### src/rtl/pwm_pr_pkg.sv
// Shared constants for the pwm_pr PWM block.
package pwm_pr_pkg;

  localparam int DEFAULT_PERIOD = 8;

endpackage : pwm_pr_pkg

### src/rtl/pwm_pr_if.sv
// Duty-in / PWM-out bundle; the master supplies the duty, the slave produces the pulse.
interface pwm_pr_if
  import pwm_pr_pkg::*;
#(
  parameter int period = DEFAULT_PERIOD
);

  localparam int W = $clog2(period);

  logic [W-1:0] in;
  logic         out;

  modport master (output in, input out);
  modport slave  (input in, output out);

endinterface : pwm_pr_if

### src/rtl/pwm_pr.sv
// Fixed-period PWM: duty is latched once per frame at the phase wrap, so the
// output never changes shape mid-frame.
module pwm_pr
  import pwm_pr_pkg::*;
#(
  parameter int period = DEFAULT_PERIOD
) (
  input  logic    clk,
  input  logic    rst,
  pwm_pr_if.slave bus
);

  localparam int           W       = $clog2(period);
  localparam logic [W-1:0] PH_LAST = W'(period - 1);

  logic [W-1:0] ph_q, ph_d;
  logic [W-1:0] d_q, d_d;
  logic         out_q, out_d;
  logic         boundary;

  // NOTE: every always_comb output gets a default before any branch, so no path can infer a latch.
  always_comb begin
    boundary = 1'b0;
    ph_d     = ph_q;
    d_d      = d_q;
    out_d    = 1'b0;

    // Explicit compare against period-1 so non-power-of-two periods wrap on time.
    boundary = (ph_q == PH_LAST);
    if (boundary) begin
      ph_d = '0;
      d_d  = bus.in;
    end else begin
      ph_d = ph_q + W'(1);
    end

    // ph_d never exceeds period-1, so any d >= period yields a constant high.
    out_d = (ph_d < d_d);
  end

  // NOTE: state flops use non-blocking assignments so all registers update from pre-edge values.
  always_ff @(posedge clk) begin
    if (rst) begin
      ph_q  <= PH_LAST;
      d_q   <= '0;
      out_q <= 1'b0;
    end else begin
      ph_q  <= ph_d;
      d_q   <= d_d;
      out_q <= out_d;
    end
  end

  assign bus.out = out_q;

endmodule : pwm_pr

### src/flat_wrapper.sv
// flat-port wrapper written by rule: the top's interface ports become plain ports
module pwm_pr_flat import pwm_pr_pkg::*;
#(
  parameter int period = DEFAULT_PERIOD
)
  (clk, rst, bus_in, bus_out);
  pwm_pr_if #(.period(period)) bus_i ();
  input  logic clk;
  input  logic rst;
  input wire logic [$bits(bus_i.in)-1:0] bus_in;
  output wire logic [$bits(bus_i.out)-1:0] bus_out;
  assign bus_i.in = bus_in;
  assign bus_out = bus_i.out;
  pwm_pr #(.period(period)) u_core (.clk(clk), .rst(rst), .bus(bus_i));
endmodule
### config.mk
export PLATFORM = sky130hd
export DESIGN_NAME = pwm_pr_flat
export DESIGN_NICKNAME = d
export VERILOG_FILES = /design/src/rtl/pwm_pr_pkg.sv /design/src/rtl/pwm_pr_if.sv /design/src/rtl/pwm_pr.sv /design/src/flat_wrapper.sv
export SDC_FILE = /design/constraint.sdc
export NUM_CORES = 1
export LEC_CHECK = 0
export BUFFER_PORTS_ARGS = -buffer_cell sky130_fd_sc_hd__buf_4
export CORE_AREA = 2 2 39 41
export DETAILED_ROUTE_END_ITERATION = 7
export DIE_AREA = 0 0 41 43
export SETUP_SLACK_MARGIN = 0.02
export SYNTH_ARGS = -nofsm -noshare
export SYNTH_HDL_FRONTEND = slang
export SYNTH_SLANG_ARGS = --single-unit
### constraint.sdc
create_clock -name clk -period 4.1 [get_ports clk]
set_input_delay 0.82 -clock clk [delete_from_list [all_inputs] [get_ports clk]]
set_output_delay 0.82 -clock clk [all_outputs]
set_load 0.05 [all_outputs]
==> impl_metrics.json <==
{
  "status": "finished, final reports clean",
  "port_buffers": 5,
  "cts_resized": 0,
  "p_total_mw": 0.2446,
  "cts_hold_buffers": 0,
  "worst_pin_slew_ns": 0.2827,
  "reg2regPathDepth": 6,
  "vias": 206,
  "hold_ws_ns": 0.4901,
  "clkSlewWorstSetupHoldPaths_ns": 0.05,
  "period_share_pct": 47.91,
  "fin_skew_ns": 0.002247,
  "overflow": 0,
  "cts_buffers": 3,
  "clkLatencyLatePin_ns": 0.25,
  "synth_area_leaders": "dfxtp_1 44%, ha_1 16%, mux2i_1 6.3%",
  "wirelength_um": 470,
  "hp-class": "reg2reg",
  "yosysWarningCount": 0,
  "cap_violations": 0,
  "utilization_pct": 28.03,
  "postSynthCellCount": 26,
  "hold_violations": 0,
  "drtIter0Drc": 4,
  "drc": 0,
  "tns_ns": 0,
  "critical_path.slowest_cell": "dfxtp_1",
  "syn_nets": 35,
  "cp_max_fo": 7,
  "rsz0062_at_grt": "no",
  "cts_sinks": 7,
  "slew_headroom_pct": 81.15,
  "area_growth_pct": 23.02,
  "gp_congestion": 0.6787,
  "firstDrtPassIters": 2,
  "final-setup-viol-count": 0,
  "end_kind": "flop",
  "max_stage_delay_ns": 0.39,
  "p_leak_nw": 0.1739,
  "core_area_mm2": 0.001384,
  "drive_above_1_share_pct": 29.41,
  "path_cells": "ha_1, ha_1, mux2i_1, ha_1, a211o_1, a41oi_2",
  "root_buffer": "clkbuf_4",
  "cp.arrival_ns": 2.14,
  "grt_max_degree": 8,
  "start_util_pct": 22.78,
  "drv_slew": 0,
  "cts-htree-levels": 1,
  "max_freq_ghz": 0.5091,
  "fin_crit_ns": 1.964,
  "start_kind": "flop",
  "via_per_inst": 4.120,
  "cts_setup_buffers": 0,
  "synth_seq_cells": 7,
  "criticalPathCategory": "reg2reg",
  "synth_top_area_share_pct": 44.44,
  "cts_tree": "done",
  "synth-seq-area-share_pct": 44.44,
  "die_w_um": 41,
  "layout_commonest_cell": "dfxtp_1",
  "hold_depth": 1,
  "max-vdd-ir-drop_uv": 224.0,
  "fin_nets": 44,
  "crit_required_ns": 4.28,
  "final_cell_mix": "7 x dfxtp_1, 5 x buf_4, 4 x ha_1, 3 x clkbuf_4",
  "drtAntennaViolNets": 0,
  "synthesis.area_um2": 315.3,
  "grt_pass1_wl_um": 869,
  "yosysTopAreaCell": "dfxtp_1",
  "first_global_vias": 230,
  "track_usage_pct": 7.445,
  "die_h_um": 43,
  "antennaDiodeCount": 0,
  "avgSynthCellArea_um2": 12.13,
  "power_density_mw_per_mm2": 630.7,
  "io_pins": 6,
  "die_area_mm2": 0.001763,
  "clockBufferDepth": 2,
  "row_count": 14,
  "critPathMostFrequentCell": "ha_1",
  "ys_types": 14,
  "grt_antenna_before_repair": 0,
  "drt-wirelength-per-cell_um": 9.400
}
registers in the layout, indices dropped and copies added (netlist names):
register,cells
u_core.d_q,3
u_core.ph_q,3
u_core.bus.out,1
cell type report:
| type | instances | area [µm²] |
|---|---|---|
| well taps | 16 | 20.02 |
| flip-flops and latches | 7 | 140.1 |
| multi-input cells | 18 | 163.9 |
| clock buffers | 4 | 26.28 |
| repair buffers | 5 | 37.54 |
| fillers | 147 | 996.0 |
per-stage QoR:
step           setup WS [ns]  std cells  instance area (µm²)
2_1_floorplan          2.325         26                315.3
3_3_place_gp           2.134         46                361.6
3_5_place_dp           2.125         46                361.6
4_1_cts                2.101         50                387.9
5_1_grt                2.021         50                387.9
6_report               2.136         50                387.9
critical path: cells and delay by family (launching register included):
family                     cells  cell delay (ns)
AOI/OAI and AO/OA              2             0.46
adders and majority gates      3             0.77
DFF                            1             0.39
muxes                          1             0.28
worst paths after layout:
path,start,endpoint,slack [ns]
max,u_core.ph_q[0]$_SDFF_PP1_,u_core.bus.out$_SDFF_PP0_,2.14
min,u_core.ph_q[0]$_SDFF_PP1_,u_core.ph_q[0]$_SDFF_PP1_,0.49
max reg2reg,u_core.ph_q[0]$_SDFF_PP1_,u_core.bus.out$_SDFF_PP0_,2.14
min reg2reg,u_core.ph_q[0]$_SDFF_PP1_,u_core.ph_q[0]$_SDFF_PP1_,0.49
per-layer routing:
metal	share of wire, %	GRT usage, %
met4	0	6.000
met5	0	0
met1	51	10.68
met2	42	9.063
met3	7.2	1.571
cell families after synthesis:
| logic type | share of synthesized area (%) |
|---|---|
| compound gates | 11.91 |
| fa+ha+maj | 15.87 |
| buf+inv | 3.571 |
| flops | 44.44 |
| mux | 6.349 |
| simple gates | 17.86 |
cells in the mapped netlist:
cell type,n
ha_1,4
a211o_1,1
dfxtp_1,7
nand2b_1,1
or2_1,2
nand2_1,1
nor2_1,2
nor2b_1,1
nand3b_4,1
a21oi_1,1
a41oi_2,1
o21bai_1,1
buf_6,1
mux2i_1,2
where the power goes:
group	switching, mW	internal [mW]
logic	0.0497	0.0418
clock network	0.0260	0.0372
registers	0.00646	0.0836
(Power assumes the default switching activity.)
